$ cat config.mk
export PLATFORM = sky130hd
export DESIGN_NAME = hex8_display_ctrl_flat
export DESIGN_NICKNAME = d
export VERILOG_FILES = /design/src/rtl/hex8_display_if.sv /design/src/rtl/hex8_display_ctrl.sv /design/src/flat_wrapper.sv
export SDC_FILE = /design/constraint.sdc
export NUM_CORES = 1
export LEC_CHECK = 0
export CORE_AREA = 2 2 57 112
export CTS_BUF_LIST = sky130_fd_sc_hd__clkbuf_4 sky130_fd_sc_hd__clkbuf_8 sky130_fd_sc_hd__clkbuf_16
export DETAILED_ROUTE_END_ITERATION = 10
export DIE_AREA = 0 0 59 114
export PLACE_DENSITY_LB_ADDON = 0.3
export SYNTH_ARGS = -nofsm -noshare
export SYNTH_HDL_FRONTEND = slang
export SYNTH_SLANG_ARGS = --single-unit
$ cat constraint.sdc
create_clock -name clk -period 2.7 [get_ports clk]
set_input_delay 0.54 -clock clk [delete_from_list [all_inputs] [get_ports clk]]
set_output_delay 0.54 -clock clk [all_outputs]
set_load 0.005 [all_outputs]
$ cat src/rtl/hex8_display_if.sv
// Bus between board control logic and the 8-digit display controller.
//   write   : store num into digit sel on the next rising clock edge
//   sel     : digit index 0..7, digit 0 is the rightmost
//   num     : hex value to store
//   led     : active-low segment cathodes {g,f,e,d,c,b,a}
//   segment : active-low digit anodes, exactly one bit low
// master : the control side (drives write/sel/num)
// slave  : the display controller (drives led/segment)
interface hex8_display_if;
   logic       write;
   logic [2:0] sel;
   logic [3:0] num;
   logic [6:0] led;
   logic [7:0] segment;

   modport master (output write, output sel, output num,
                   input  led,   input  segment);
   modport slave  (input  write, input  sel, input  num,
                   output led,   output segment);
endinterface

$ cat src/rtl/hex8_display_ctrl.sv
// Eight-digit time-multiplexed seven-segment display controller.
// Holds an 8 x 4-bit digit register file, loaded one digit at a time, and
// scans the digits continuously, enabling each for DIGIT_TICKS cycles.
//   clk   : system clock, all state updates on the rising edge
//   reset : synchronous, active-low (0 = reset)
//   bus   : hex8_display_if.slave (write/sel/num in, led/segment out)
// Outputs are decoded from registered state only, so a write to the digit
// currently shown appears on led right after the capturing edge.
module hex8_display_ctrl #(
   parameter int unsigned DIGIT_TICKS = 100000
) (
   input logic           clk,
   input logic           reset,
   hex8_display_if.slave bus
);

   // A single-tick dwell still needs a 1-bit counter that never leaves 0.
   localparam int unsigned     CW   = (DIGIT_TICKS > 1) ? $clog2(DIGIT_TICKS) : 1;
   localparam logic [CW-1:0]   LAST = CW'(DIGIT_TICKS - 1);

   logic [3:0]    regs [8];
   logic [CW-1:0] cnt;
   logic [2:0]    idx;
   logic [3:0]    cur;
   logic [6:0]    pattern;

   always_ff @(posedge clk) begin
      if (!reset) begin
         for (int unsigned i = 0; i < 8; i++) regs[i] <= '0;
         cnt <= '0;
         idx <= '0;
      end else begin
         if (bus.write) regs[bus.sel] <= bus.num;
         if (cnt == LAST) begin
            cnt <= '0;
            idx <= idx + 3'd1;
         end else begin
            cnt <= cnt + CW'(1);
         end
      end
   end

   assign cur = regs[idx];

   always_comb begin
      pattern = 7'h7F;
      case (cur)
         4'h0: pattern = 7'h40;
         4'h1: pattern = 7'h79;
         4'h2: pattern = 7'h24;
         4'h3: pattern = 7'h30;
         4'h4: pattern = 7'h19;
         4'h5: pattern = 7'h12;
         4'h6: pattern = 7'h02;
         4'h7: pattern = 7'h78;
         4'h8: pattern = 7'h00;
         4'h9: pattern = 7'h10;
         4'hA: pattern = 7'h08;
         4'hB: pattern = 7'h03;
         4'hC: pattern = 7'h46;
         4'hD: pattern = 7'h21;
         4'hE: pattern = 7'h06;
         4'hF: pattern = 7'h0E;
         default: pattern = 7'h7F;
      endcase
   end

   assign bus.led     = pattern;
   assign bus.segment = ~(8'b1 << idx);

endmodule

$ cat src/flat_wrapper.sv
// flat-port wrapper written by rule: the top's interface ports become plain ports
module hex8_display_ctrl_flat 
#(
   parameter int unsigned DIGIT_TICKS = 100000
)
  (clk, reset, bus_write, bus_sel, bus_num, bus_led, bus_segment);
  hex8_display_if bus_i ();
  input logic clk;
  input logic reset;
  input wire logic [$bits(bus_i.write)-1:0] bus_write;
  input wire logic [$bits(bus_i.sel)-1:0] bus_sel;
  input wire logic [$bits(bus_i.num)-1:0] bus_num;
  output wire logic [$bits(bus_i.led)-1:0] bus_led;
  output wire logic [$bits(bus_i.segment)-1:0] bus_segment;
  assign bus_i.write = bus_write;
  assign bus_i.sel = bus_sel;
  assign bus_i.num = bus_num;
  assign bus_led = bus_i.led;
  assign bus_segment = bus_i.segment;
  hex8_display_ctrl #(.DIGIT_TICKS(DIGIT_TICKS)) u_core (.clk(clk), .reset(reset), .bus(bus_i));
endmodule
==> impl_metrics.prom, run 1 <==
# TYPE chip_impl_metric gauge
chip_impl_info{name="rsz0062_at_grt",value="yes"} 1
chip_impl_metric{name="place_worst_setup_slack",unit="ns"} -0.352
chip_impl_metric{name="crit_required",unit="ns"} 2.16
chip_impl_metric{name="fin_worst_skew",unit="ns"} 0.00424
chip_impl_metric{name="power.share.combinational",unit="%"} 10.4
chip_impl_metric{name="number_of_enable_type_register_cells_in_the_synthesized_netlist",unit=""} 32
chip_impl_metric{name="floorplan.die_area",unit="um^2"} 6730
chip_impl_info{name="worst_setup_path_end_kind",value="primary output"} 1
chip_impl_metric{name="synthesis.nets",unit=""} 270
chip_impl_metric{name="global_route_wire_length_before_repair",unit="um"} 9470
chip_impl_metric{name="setup_slack",unit="ns"} -0.170
chip_impl_metric{name="async_flop_share",unit="%"} 0
chip_impl_metric{name="clock_power_share",unit="%"} 39.5
chip_impl_metric{name="p_sw_share",unit="%"} 21.5
chip_impl_metric{name="synth_seq_area_share",unit="%"} 49.7
chip_impl_metric{name="synth.avg_cell_area",unit="um^2"} 11.6
chip_impl_metric{name="initial_drc_count",unit=""} 82
chip_impl_metric{name="cts.clk_slew.worst_paths",unit="ns"} 0.07
chip_impl_metric{name="portBuffers",unit=""} 24
chip_impl_metric{name="synthesis.yosys.warnings",unit=""} 0
chip_impl_info{name="hp-class",value="reg2reg"} 1
chip_impl_metric{name="layout_worst_path_cycle_share",unit="%"} 106
chip_impl_metric{name="cts.hold.buffers_added",unit=""} 0
chip_impl_metric{name="ant_nets",unit=""} 0
chip_impl_metric{name="max_freq",unit="GHz"} 0.348
chip_impl_info{name="cts_tree",value="built"} 1
chip_impl_info{name="worst-setup-path-type",value="reg2out"} 1
chip_impl_metric{name="grt_max_degree",unit=""} 20
chip_impl_metric{name="max-slew-margin-rel",unit="%"} 57.1
chip_impl_metric{name="max-vdd-ir-drop",unit="mV"} 0.322
chip_impl_metric{name="core_area",unit="um^2"} 5910
chip_impl_metric{name="core.rowCount",unit=""} 40
chip_impl_metric{name="design.portCount",unit=""} 25
chip_impl_metric{name="detail_route.vias_per_cell",unit=""} 5.45
chip_impl_metric{name="first_global_vias",unit=""} 2044
chip_impl_metric{name="globalRoute.totalOverflow",unit=""} 0
chip_impl_metric{name="antenna_found_initial",unit=""} 0
chip_impl_info{name="synth_top_flop_cell",value="sky130_fd_sc_hd__edfxtp_1"} 1
chip_impl_metric{name="htree_levels",unit=""} 2
chip_impl_metric{name="netlist_area",unit="um^2"} 2860
chip_impl_metric{name="power_report.internal_total",unit="mW"} 1.47
chip_impl_metric{name="nNetsFinal",unit=""} 324
chip_impl_metric{name="critical_path.max_fanout",unit=""} 6
chip_impl_info{name="crit_path_launch_type",value="flip-flop"} 1
chip_impl_metric{name="n_antenna_cell",unit=""} 0
chip_impl_metric{name="layout-area-overhead-vs-synth",unit="%"} 26.1
chip_impl_metric{name="global_route.usage.total",unit="%"} 18.9
chip_impl_metric{name="cts-root-to-sink-buffers",unit=""} 2
chip_impl_metric{name="post_synth_inst_count",unit=""} 247
chip_impl_metric{name="final_hold_viol_count",unit=""} 0
chip_impl_metric{name="worst_hold_slack",unit="ns"} 0.469
chip_impl_metric{name="r2r_setup_slack",unit="ns"} 0.75
chip_impl_metric{name="max_cap_violations",unit=""} 0
chip_impl_metric{name="final-setup-viol-count",unit=""} 7
chip_impl_metric{name="cts_inserted_buffers",unit=""} 5
chip_impl_metric{name="gp_congestion",unit=""} 0.844
chip_impl_metric{name="power.share.sequential",unit="%"} 50.1
chip_impl_metric{name="routed_wire_per_std_cell",unit="um"} 15.6
chip_impl_info{name="violations",value="negative setup slack"} 1
chip_impl_metric{name="die_h",unit="um"} 114
chip_impl_metric{name="routed-via-count",unit=""} 1990
chip_impl_metric{name="chipWidth",unit="um"} 59
chip_impl_info{name="ctsRootBufferMaster",value="sky130_fd_sc_hd__clkbuf_16"} 1
chip_impl_metric{name="detailed_place_hpwl",unit="um"} 4000
chip_impl_metric{name="cts_sinks",unit=""} 55
chip_impl_metric{name="power.leakage",unit="nW"} 1.38
chip_impl_metric{name="route.final.wire_length",unit="um"} 5680
chip_impl_metric{name="drt_pre_antenna_iters",unit=""} 4
chip_impl_metric{name="final_layout_size_suffix_gt1_share",unit="%"} 23.5
chip_impl_metric{name="drc",unit=""} 0
chip_impl_info{name="status",value="finished, violations left"} 1
chip_impl_metric{name="worst-slew-pin-transition",unit="ns"} 0.637
chip_impl_metric{name="flip_flop_and_latch_count_after_synthesis",unit=""} 55
chip_impl_metric{name="worst_skew_pair.late_latency",unit="ns"} 0.29
chip_impl_metric{name="ys_types",unit=""} 42
chip_impl_metric{name="power_density",unit="nW/um^2"} 519
chip_impl_metric{name="timing_max_transition_violations_final",unit=""} 0
chip_impl_metric{name="initial_core_utilization",unit="%"} 48.4
chip_impl_metric{name="p_switching",unit="mW"} 0.402
chip_impl_metric{name="period_needed",unit="ns"} 2.87
chip_impl_metric{name="arrival",unit="ns"} 2.33
[power by group through the flow]
stage	logic (mW)	clock network (mW)	registers, mW
finish	0.194	0.739	0.936
global route	0.211	0.782	0.937
CTS	0.179	0.750	0.935
detailed placement	0.161	0	0.955
global placement	0.157	0	0.953
floorplan	0.0857	0	0.945
[timing repair]
| action | CTS | global route |
|---|---|---|
| buffers inserted | 13 | 2 |
| resized for setup | 49 | 9 |
| endpoints found under the setup margin | 7 | 7 |
| hold endpoints to repair | 0 | 0 |
| pin swaps | 6 | 3 |
[kinds of logic after synthesis]
logic type                 synth area share [%]
adders and majority gates                  5.69
AOI/OAI and AO/OA                          3.37
xor gates and xnor gates                   4.60
muxes                                      12.7
DFF                                        49.7
buffers and inverters                      3.11
and+or+nand+nor                            20.8
[critical path, cell delays in order (launching register included)]
cell,delay (ns)
sky130_fd_sc_hd__dfxtp_4,0.40
sky130_fd_sc_hd__buf_6,0.13
sky130_fd_sc_hd__mux4_2,0.53
sky130_fd_sc_hd__mux2i_4,0.22
sky130_fd_sc_hd__buf_12,0.15
sky130_fd_sc_hd__buf_6,0.09
sky130_fd_sc_hd__buf_4,0.11
sky130_fd_sc_hd__mux2i_1,0.21
sky130_fd_sc_hd__o2bb2ai_1,0.07
sky130_fd_sc_hd__buf_2,0.13
[worst paths after layout]
path | from | end | cells past startpoint
worst min register to register | u_core.cnt[0] | u_core.cnt[0] | 1
worst max register to register | u_core.cnt[0] | u_core.cnt[16] | 5
worst max-delay path | flip-flop | bus_led[6] | 9
worst min-delay path | u_core.cnt[0] | u_core.cnt[0] | 1
[sequential cells by signal, summed over array words and instances, names as in the netlist, named ones only]
register	count
u_core.cnt	17
u_core.idx	3
u_core.regs	32
[Yosys cell counts (all sizes together) (4+ instances only)]
| cell type | n | area, um^2 |
|---|---|---|
| inv | 13 | 48.8 |
| dfxtp | 23 | 460 |
| buf | 4 | 32.5 |
| nand3 | 6 | 30.0 |
| nor3 | 6 | 30.0 |
| nand2 | 12 | 45.0 |
| and2 | 35 | 219 |
| ha | 13 | 163 |
| nand2b | 4 | 25.0 |
| or3 | 4 | 25.0 |
| nor2 | 22 | 82.6 |
| nand4 | 6 | 43.8 |
| edfxtp | 32 | 961 |
| mux2i | 12 | 149 |
| o21ai | 9 | 45.0 |
| xnor2 | 12 | 105 |
| mux4 | 8 | 191 |
[cell type report]
cell class	instances	area (um^2)
Clock buffer	5	125
Clock inverter	3	50.0
Fill cell	505	2300
Inverter	13	48.8
Multi-Input combinational cell	173	1410
Sequential cell	55	1430
Tap cell	63	78.8
Timing Repair Buffer	53	469
[through the flow]
step | std cells | cell area [um^2] | TNS (ns) | power, mW | utilization, %
final | 365 | 3600 | -0.767 | 1.87 | 61.0
after global routing | 365 | 3600 | -1.48 | 1.93 | 61.0
after CTS | 363 | 3550 | -0.542 | 1.86 | 60.0
after detailed placement | 342 | 3250 | -2.03 | 1.12 | 55.1
after global placement | 342 | 3250 | -1.37 | 1.11 | 55.1
after floorplan | 247 | 2860 | 0 | 1.03 | -
[layout by cell type (no fill, tap or decap), drive strengths merged, types with 2 or more instances in the layout]
master / n
and2: 35
xor2: 3
nand2b: 4
o21ai: 9
and3: 2
clkbuf: 5
buf: 36
mux2i: 12
inv: 14
mux4: 8
a21oi: 2
nand4: 6
nand2: 12
nor4b: 2
clkdlybuf4s50: 17
nor4: 2
edfxtp: 32
xnor2: 12
dfxtp: 23
ha: 13
nand3: 6
nor3: 6
nor2: 22
or3: 4
mux2: 2
[layer usage]
layer / GRT usage [%] / routed length, um / vias up
li1: - / - / 988
met1: 22.9 / 2340 / 922
met2: 30.2 / 2890 / 63
met3: 3.29 / 257 / 17
met4: 11.7 / 193 / 0
met5: 0 / 0 / -
Power figures use the tool's default switching activity.
==> run 2, diff against run 1 <==
--- a/config.mk
+++ b/config.mk
@@ -7,6 +7,6 @@
 export LEC_CHECK = 0
-export CORE_AREA = 2 2 57 112
+export CORE_AREA = 3 3 58 113
 export CTS_BUF_LIST = sky130_fd_sc_hd__clkbuf_4 sky130_fd_sc_hd__clkbuf_8 sky130_fd_sc_hd__clkbuf_16
 export DETAILED_ROUTE_END_ITERATION = 10
-export DIE_AREA = 0 0 59 114
+export DIE_AREA = 0 0 61 116
 export PLACE_DENSITY_LB_ADDON = 0.3
==> constraint.sdc (replaced) <==
create_clock -name clk -period 2.7 [get_ports clk]
set_input_delay 0.675 -clock clk [delete_from_list [all_inputs] [get_ports clk]]
set_output_delay 0.675 -clock clk [all_outputs]
set_load 0.005 [all_outputs]
==> run 2 against run 1 <==
  * The run still ends with negative setup slack left
  * Non-clock buffer count up 7
  * Flip-flop and latch count unchanged
  * Total power down 5.4%
  * Critical path depth down 1
  * Routed wire length up 6.3%
  * Fmax down 3.9%
  * Register-to-register slack worse by 0.03 ns
  * Combinational power up 12%
  * Critical endpoint is now bus_led[4]
  * Largest power group unchanged
==> impl_metrics.prom, run 2 (synthesized netlist as in run 1, its figures left out) <==
# TYPE chip_impl_metric gauge
chip_impl_metric{name="worst_skew_pair.late_latency",unit="ns"} 0.29
chip_impl_metric{name="design.portCount",unit=""} 25
chip_impl_metric{name="drt_pre_antenna_iters",unit=""} 4
chip_impl_metric{name="final-instance-count-excl-fill",unit=""} 370
chip_impl_info{name="ctsRootBufferMaster",value="sky130_fd_sc_hd__clkbuf_16"} 1
chip_impl_metric{name="period_needed",unit="ns"} 2.99
chip_impl_metric{name="portBuffers",unit=""} 24
chip_impl_metric{name="largest_register_ff_count",unit=""} 32
chip_impl_metric{name="power.share.combinational",unit="%"} 12.3
chip_impl_metric{name="power_density",unit="nW/um^2"} 479
chip_impl_metric{name="fin_worst_skew",unit="ns"} 0.00514
chip_impl_metric{name="cts_sinks",unit=""} 55
chip_impl_metric{name="final-setup-viol-count",unit=""} 7
chip_impl_metric{name="final_hold_viol_count",unit=""} 0
chip_impl_info{name="top_regs",value="u_core.regs: 32 flops, u_core.cnt: 17 flops, u_core.idx: 3 flops"} 1
chip_impl_metric{name="grt_max_degree",unit=""} 17
chip_impl_metric{name="first_global_vias",unit=""} 2021
chip_impl_metric{name="initial_drc_count",unit=""} 62
chip_impl_info{name="worst-setup-path-type",value="reg2out"} 1
chip_impl_metric{name="max-vdd-ir-drop",unit="mV"} 0.403
chip_impl_metric{name="power.share.sequential",unit="%"} 52.8
chip_impl_metric{name="max_freq",unit="GHz"} 0.335
chip_impl_metric{name="initial_core_utilization",unit="%"} 49.2
chip_impl_metric{name="max-slew-margin-rel",unit="%"} 64.4
chip_impl_metric{name="cts-root-to-sink-buffers",unit=""} 2
chip_impl_metric{name="route.final.wire_length",unit="um"} 6040
chip_impl_metric{name="timing_max_transition_violations_final",unit=""} 0
chip_impl_metric{name="drc",unit=""} 0
chip_impl_metric{name="globalRoute.totalOverflow",unit=""} 0
chip_impl_metric{name="power_report.internal_total",unit="mW"} 1.37
chip_impl_metric{name="final_layout_size_suffix_gt1_share",unit="%"} 26.9
chip_impl_info{name="crit_path_launch_type",value="flip-flop"} 1
chip_impl_metric{name="layout_worst_path_cycle_share",unit="%"} 111
chip_impl_info{name="layout_commonest_cell",value="sky130_fd_sc_hd__and2_1"} 1
chip_impl_metric{name="detail_route.vias_per_cell",unit=""} 5.37
chip_impl_metric{name="chipWidth",unit="um"} 61
chip_impl_metric{name="worst-slew-pin-transition",unit="ns"} 0.533
chip_impl_metric{name="routed_wire_per_std_cell",unit="um"} 16.3
chip_impl_metric{name="arrival",unit="ns"} 2.31
chip_impl_metric{name="cpPeakStageDelay",unit="ns"} 0.56
chip_impl_info{name="crit_path_frequent_cell",value="sky130_fd_sc_hd__buf_6"} 1
chip_impl_metric{name="core_area",unit="um^2"} 5810
chip_impl_info{name="cts_tree",value="built"} 1
chip_impl_metric{name="cts.clk_slew.worst_paths",unit="ns"} 0.07
chip_impl_metric{name="place_worst_setup_slack",unit="ns"} -0.502
chip_impl_metric{name="p_total",unit="mW"} 1.77
chip_impl_info{name="rsz0062_at_grt",value="yes"} 1
chip_impl_metric{name="n_antenna_cell",unit=""} 0
chip_impl_metric{name="clock_power_share",unit="%"} 34.8
chip_impl_metric{name="die_h",unit="um"} 116
chip_impl_metric{name="antenna_found_initial",unit=""} 0
chip_impl_metric{name="placed_cells_incl_taps",unit=""} 349
chip_impl_info{name="status",value="finished, violations left"} 1
chip_impl_metric{name="layout-area-overhead-vs-synth",unit="%"} 29.2
chip_impl_info{name="timing.critical_path.cells",value="buf_6 -> mux4_2 -> mux2i_4 -> buf_6 -> buf_6 -> mux2_4 -> o21ai_2 -> buf_2"} 1
chip_impl_metric{name="ant_nets",unit=""} 0
chip_impl_metric{name="p_switching",unit="mW"} 0.394
chip_impl_metric{name="nNetsFinal",unit=""} 331
chip_impl_info{name="most-common-layout-cells",value="sky130_fd_sc_hd__and2_1, sky130_fd_sc_hd__edfxtp_1, sky130_fd_sc_hd__dfxtp_1, sky130_fd_sc_hd__nor2_1, sky130_fd_sc_hd__buf_4"} 1
chip_impl_metric{name="global_route_wire_length_before_repair",unit="um"} 9260
chip_impl_info{name="largest_register_by_flop_count",value="u_core.regs"} 1
chip_impl_metric{name="power.leakage",unit="nW"} 1.40
chip_impl_metric{name="max_cap_violations",unit=""} 0
chip_impl_metric{name="htree_levels",unit=""} 2
chip_impl_info{name="worst_setup_path_end_kind",value="primary output"} 1
chip_impl_metric{name="floorplan.die_area",unit="um^2"} 7080
chip_impl_metric{name="critical_path.max_fanout",unit=""} 6
chip_impl_metric{name="postLayoutCellArea",unit="um^2"} 3690
chip_impl_metric{name="global_route.usage.total",unit="%"} 18.3
chip_impl_info{name="crit_path_slowest_cell",value="sky130_fd_sc_hd__mux4_2"} 1
chip_impl_metric{name="gp_congestion",unit=""} 0.823
chip_impl_metric{name="detailed_place_hpwl",unit="um"} 4480
chip_impl_metric{name="core.rowCount",unit=""} 39
chip_impl_metric{name="crit_required",unit="ns"} 2.03
chip_impl_metric{name="routed-via-count",unit=""} 1987
chip_impl_metric{name="setup_slack",unit="ns"} -0.285
chip_impl_metric{name="cts_inserted_buffers",unit=""} 5
chip_impl_metric{name="p_sw_share",unit="%"} 22.3
chip_impl_info{name="violations",value="negative setup slack"} 1
chip_impl_info{name="hp-class",value="reg2reg"} 1
chip_impl_metric{name="placed_cell_area",unit="um^2"} 3310
chip_impl_metric{name="n_fill_cell",unit=""} 450
[run 2: cell count changes in the layout (fill, tap and decap cells not counted), moves of 2 or more]
cell | previous run | this run
sky130_fd_sc_hd__clkinv_2 | 0 | 2
sky130_fd_sc_hd__mux2i_2 | 2 | 0
sky130_fd_sc_hd__ha_4 | 0 | 2
sky130_fd_sc_hd__ha_1 | 10 | 8
sky130_fd_sc_hd__buf_6 | 9 | 16
sky130_fd_sc_hd__mux2i_4 | 3 | 5
[run 2: layout make-up]
class | count | area [um^2] | share of cell area [%]
Timing Repair Buffer | 60 | 536 | 14.5
Clock inverter | 3 | 15.0 | 0.407
Inverter | 13 | 51.3 | 1.39
Clock buffer | 5 | 125 | 3.39
Tap cell | 61 | 76.3 | 2.07
Sequential cell | 55 | 1430 | 38.6
Multi-Input combinational cell | 173 | 1460 | 39.6
[run 2: final timing paths]
path / start / to / slack, ns / depth (start not counted)
max reg2reg: u_core.cnt[0] / u_core.cnt[4] / 0.72 / 5
max: flip-flop / bus_led[4] / -0.29 / 8
min reg2reg: u_core.cnt[0] / u_core.cnt[0] / 0.48 / 1
min: u_core.cnt[0] / u_core.cnt[0] / 0.48 / 1
[run 2: per-stage QoR]
step	hold WS, ns	TNS, ns	util, %
2_1_floorplan	0.430	0	-
3_3_place_gp	0.448	-2.58	57.0
3_5_place_dp	0.458	-3.27	57.0
4_1_cts	0.473	-1.48	62.5
5_1_grt	0.499	-2.24	63.6
6_report	0.475	-1.62	63.6
[run 2: layer usage]
layer	part of all wire [%]	track usage (%)
met1	32	15.3
met4	4.2	10.3
met3	2.1	2.34
met5	0	0
met2	61	37.0
[run 2: worst max-delay path, delay by kind of cell, from the launching register on]
kind / cells / cell delay (ns)
buffers and inverters: 4 / 0.45
DFF: 1 / 0.40
muxes: 3 / 1.05
AOI/OAI and AO/OA: 1 / 0.11
[run 2: repair_timing]
item                                    CTS  global route
cloned                                    0             0
pin swaps                                 6             4
hold buffers                              0             0
setup buffers                            13             0
endpoints found under the setup margin    7             7
resized for setup                        62            12
[run 2: power by group through the flow]
stage          Combinational, mW  Clock, mW  Sequential (mW)
2_1_floorplan             0.0865          0            0.945
3_3_place_gp               0.165          0            0.953
3_5_place_dp               0.169          0            0.953
4_1_cts                    0.202      0.627            0.935
5_1_grt                    0.235      0.660            0.937
6_report                   0.218      0.615            0.934
==> run 3, diff against run 2 <==
Settings changed: HOLD_SLACK_MARGIN from default to 0.15.
Clock period 2.7 ns to 2.5 ns, I/O delays scaled along.
==> run 3 against run 2 <==
  * The run still ends with negative setup slack left
  * Combinational power grew 7%
  * Cell area grew 2.4%
  * Core utilization grew 1.5 points
  * Hold slack lost 0.011 ns
  * Highest routed layer unchanged
==> impl_metrics.prom, run 3 (synthesized netlist as in run 1, its figures left out) <==
# TYPE chip_impl_metric gauge
chip_impl_info{name="status",value="finished, violations left"} 1
chip_impl_info{name="violations",value="negative setup slack"} 1
chip_impl_metric{name="worst-slew-pin-transition",unit="ns"} 0.545
chip_impl_info{name="hp-start",value="u_core.cnt[0]"} 1
chip_impl_metric{name="die_h",unit="um"} 116
chip_impl_metric{name="route.final.wire_length",unit="um"} 6170
chip_impl_metric{name="final_layout_size_suffix_gt1_share",unit="%"} 28.9
chip_impl_metric{name="cts-root-to-sink-buffers",unit=""} 2
chip_impl_metric{name="p_sw_share",unit="%"} 21.1
chip_impl_info{name="hp-class",value="reg2reg"} 1
chip_impl_metric{name="placed_cell_area",unit="um^2"} 3350
chip_impl_info{name="layout_commonest_cell",value="sky130_fd_sc_hd__and2_1"} 1
chip_impl_metric{name="cts_inserted_buffers",unit=""} 5
chip_impl_metric{name="clock_power_share",unit="%"} 38.8
chip_impl_metric{name="first_global_vias",unit=""} 2092
chip_impl_metric{name="timing_max_transition_violations_final",unit=""} 0
chip_impl_metric{name="antenna_found_initial",unit=""} 0
chip_impl_metric{name="htree_levels",unit=""} 2
chip_impl_metric{name="n_antenna_cell",unit=""} 0
chip_impl_metric{name="routed_wire_per_std_cell",unit="um"} 16.4
chip_impl_info{name="largest_register_by_flop_count",value="u_core.regs"} 1
chip_impl_metric{name="layout-area-overhead-vs-synth",unit="%"} 32.2
chip_impl_metric{name="max-vdd-ir-drop",unit="mV"} 0.434
chip_impl_metric{name="floorplan.die_area",unit="um^2"} 7080
chip_impl_metric{name="power_report.internal_total",unit="mW"} 1.60
chip_impl_metric{name="detail_route.vias_per_cell",unit=""} 5.38
chip_impl_metric{name="drt_pre_antenna_iters",unit=""} 4
chip_impl_info{name="worst_r2r_startpoint",value="u_core.cnt[0]"} 1
chip_impl_metric{name="ant_nets",unit=""} 0
chip_impl_metric{name="max-slew-margin-rel",unit="%"} 63.3
chip_impl_metric{name="grt_max_degree",unit=""} 18
chip_impl_metric{name="cts.hold.buffers_added",unit=""} 0
chip_impl_metric{name="worst_skew_pair.late_latency",unit="ns"} 0.29
chip_impl_metric{name="power.leakage",unit="nW"} 1.44
chip_impl_info{name="cts_tree",value="built"} 1
chip_impl_metric{name="period_needed",unit="ns"} 2.94
chip_impl_metric{name="detailed_place_hpwl",unit="um"} 4500
chip_impl_metric{name="p_switching",unit="mW"} 0.427
chip_impl_metric{name="global_route_wire_length_before_repair",unit="um"} 9570
chip_impl_info{name="top_regs",value="u_core.regs: 32 flops, u_core.cnt: 17 flops, u_core.idx: 3 flops"} 1
chip_impl_metric{name="timing.critical_path.buf_inv",unit=""} 3
chip_impl_metric{name="largest_register_ff_count",unit=""} 32
chip_impl_metric{name="fin_worst_skew",unit="ns"} 0.00530
chip_impl_metric{name="drc",unit=""} 0
chip_impl_metric{name="globalRoute.totalOverflow",unit=""} 0
chip_impl_info{name="rsz0062_at_grt",value="yes"} 1
chip_impl_metric{name="initial_drc_count",unit=""} 38
chip_impl_metric{name="portBuffers",unit=""} 24
chip_impl_metric{name="initial_core_utilization",unit="%"} 49.2
chip_impl_metric{name="global_route.usage.total",unit="%"} 18.9
chip_impl_metric{name="routed-via-count",unit=""} 2023
chip_impl_metric{name="core.rowCount",unit=""} 39
chip_impl_metric{name="core_area",unit="um^2"} 5810
chip_impl_metric{name="nNetsFinal",unit=""} 337
chip_impl_metric{name="arrival",unit="ns"} 2.32
chip_impl_info{name="timing.critical_path.max_delay_family",value="multiplexers"} 1
chip_impl_metric{name="cpPeakStageDelay",unit="ns"} 0.54
chip_impl_info{name="timing.critical_path.cells",value="mux4_2 -> mux2i_4 -> buf_6 -> inv_4 -> ha_4 -> mux2_4 -> o21ai_2 -> buf_2"} 1
chip_impl_metric{name="critical_path.max_fanout",unit=""} 6
chip_impl_metric{name="final_hold_viol_count",unit=""} 0
chip_impl_info{name="ctsRootBufferMaster",value="sky130_fd_sc_hd__clkbuf_16"} 1
chip_impl_metric{name="power.share.sequential",unit="%"} 49.7
chip_impl_info{name="crit_path_slowest_cell",value="sky130_fd_sc_hd__mux4_2"} 1
chip_impl_metric{name="crit_required",unit="ns"} 1.88
chip_impl_metric{name="max_cap_violations",unit=""} 0
chip_impl_metric{name="power.share.combinational",unit="%"} 11.5
chip_impl_metric{name="chipWidth",unit="um"} 61
chip_impl_metric{name="cts_sinks",unit=""} 55
chip_impl_metric{name="cts.clk_slew.worst_paths",unit="ns"} 0.07
chip_impl_metric{name="power_density",unit="nW/um^2"} 537
chip_impl_metric{name="design.portCount",unit=""} 25
chip_impl_metric{name="max_freq",unit="GHz"} 0.340
chip_impl_metric{name="postLayoutCellArea",unit="um^2"} 3780
chip_impl_info{name="worst_setup_path_end_kind",value="primary output"} 1
chip_impl_info{name="crit_path_launch_type",value="flip-flop"} 1
chip_impl_metric{name="layout_worst_path_cycle_share",unit="%"} 118
chip_impl_info{name="worst-setup-path-type",value="reg2out"} 1
chip_impl_metric{name="setup_slack",unit="ns"} -0.441
chip_impl_info{name="most-common-layout-cells",value="sky130_fd_sc_hd__and2_1, sky130_fd_sc_hd__edfxtp_1, sky130_fd_sc_hd__buf_4, sky130_fd_sc_hd__dfxtp_1, sky130_fd_sc_hd__nor2_1"} 1
chip_impl_metric{name="gp_congestion",unit=""} 0.796
chip_impl_metric{name="final-instance-count-excl-fill",unit=""} 376
chip_impl_metric{name="n_fill_cell",unit=""} 451
chip_impl_metric{name="final-setup-viol-count",unit=""} 7
chip_impl_metric{name="placed_cells_incl_taps",unit=""} 351
==> run 3: changes by cell type in the layout (fill, tap and decap cells not counted), moves of 2 or more <==
cell,change
sky130_fd_sc_hd__clkinv_2,-2
sky130_fd_sc_hd__buf_12,+2
sky130_fd_sc_hd__inv_2,+2
sky130_fd_sc_hd__buf_4,+7
sky130_fd_sc_hd__buf_6,-3
sky130_fd_sc_hd__ha_4,+3
sky130_fd_sc_hd__ha_2,-2
sky130_fd_sc_hd__inv_1,-2
==> run 3: per-stage QoR <==
| stage | hold WS (ns) | utilization [%] | total power [mW] | setup TNS (ns) | setup slack, ns |
|---|---|---|---|---|---|
| after detailed placement | 0.452 | 57.6 | 1.22 | -3.67 | -0.587 |
| after CTS | 0.468 | 64.0 | 2.02 | -2.61 | -0.404 |
| after floorplan | 0.430 | - | 1.12 | 0 | 0.0142 |
| final | 0.464 | 65.1 | 2.03 | -2.64 | -0.441 |
| after global placement | 0.441 | 57.6 | 1.21 | -3.54 | -0.540 |
| after global routing | 0.499 | 65.1 | 2.09 | -3.15 | -0.512 |
==> run 3: worst register-to-register path, delay by kind of cell, from the launching register on <==
kind / cells / cell delay, ns
simple gates: 3 / 1.15
flops: 1 / 0.37
fa+ha+maj: 1 / 0.24
compound gates: 1 / 0.14
==> run 3: timing repair <==
action | in CTS | in global routing
setup endpoints to repair | 7 | 7
pin swaps | 6 | 4
gates resized for setup | 52 | 15
setup buffers | 15 | 3
==> run 3: power by group through the flow <==
| stage | Clock [mW] | Sequential, mW | Combinational [mW] |
|---|---|---|---|
| 2_1_floorplan | 0 | 1.02 | 0.0966 |
| 3_3_place_gp | 0 | 1.03 | 0.182 |
| 3_5_place_dp | 0 | 1.03 | 0.185 |
| 4_1_cts | 0.795 | 1.01 | 0.217 |
| 5_1_grt | 0.829 | 1.01 | 0.251 |
| 6_report | 0.787 | 1.01 | 0.234 |
==> run 3: metal layers <==
layer	GRT usage (%)	wire [um]	part of all wire [%]
met2	39.4	4040	65
met5	0	0	0
met1	15.6	1870	30
met4	9.84	182	2.9
met3	1.67	78	1.3
==> run 3: area by class of cell <==
type                    count  area [um^2]  share of cell area (%)
clock inverters             2         37.5                   0.993
multi-input cells         173         1460                    38.7
repair buffers             66          594                    15.7
inverters                  13         51.3                    1.36
flip-flops and latches     55         1430                    37.7
clock buffers               6          133                    3.51
well taps                  61         76.3                    2.02
==> run 3: final timing paths <==
kind / end / slack, ns / cells past startpoint
max reg2reg: u_core.cnt[16] / 0.54 / 5
min reg2reg: u_core.cnt[0] / 0.46 / 1
min: u_core.cnt[0] / 0.46 / 1
max: bus_led[4] / -0.44 / 8
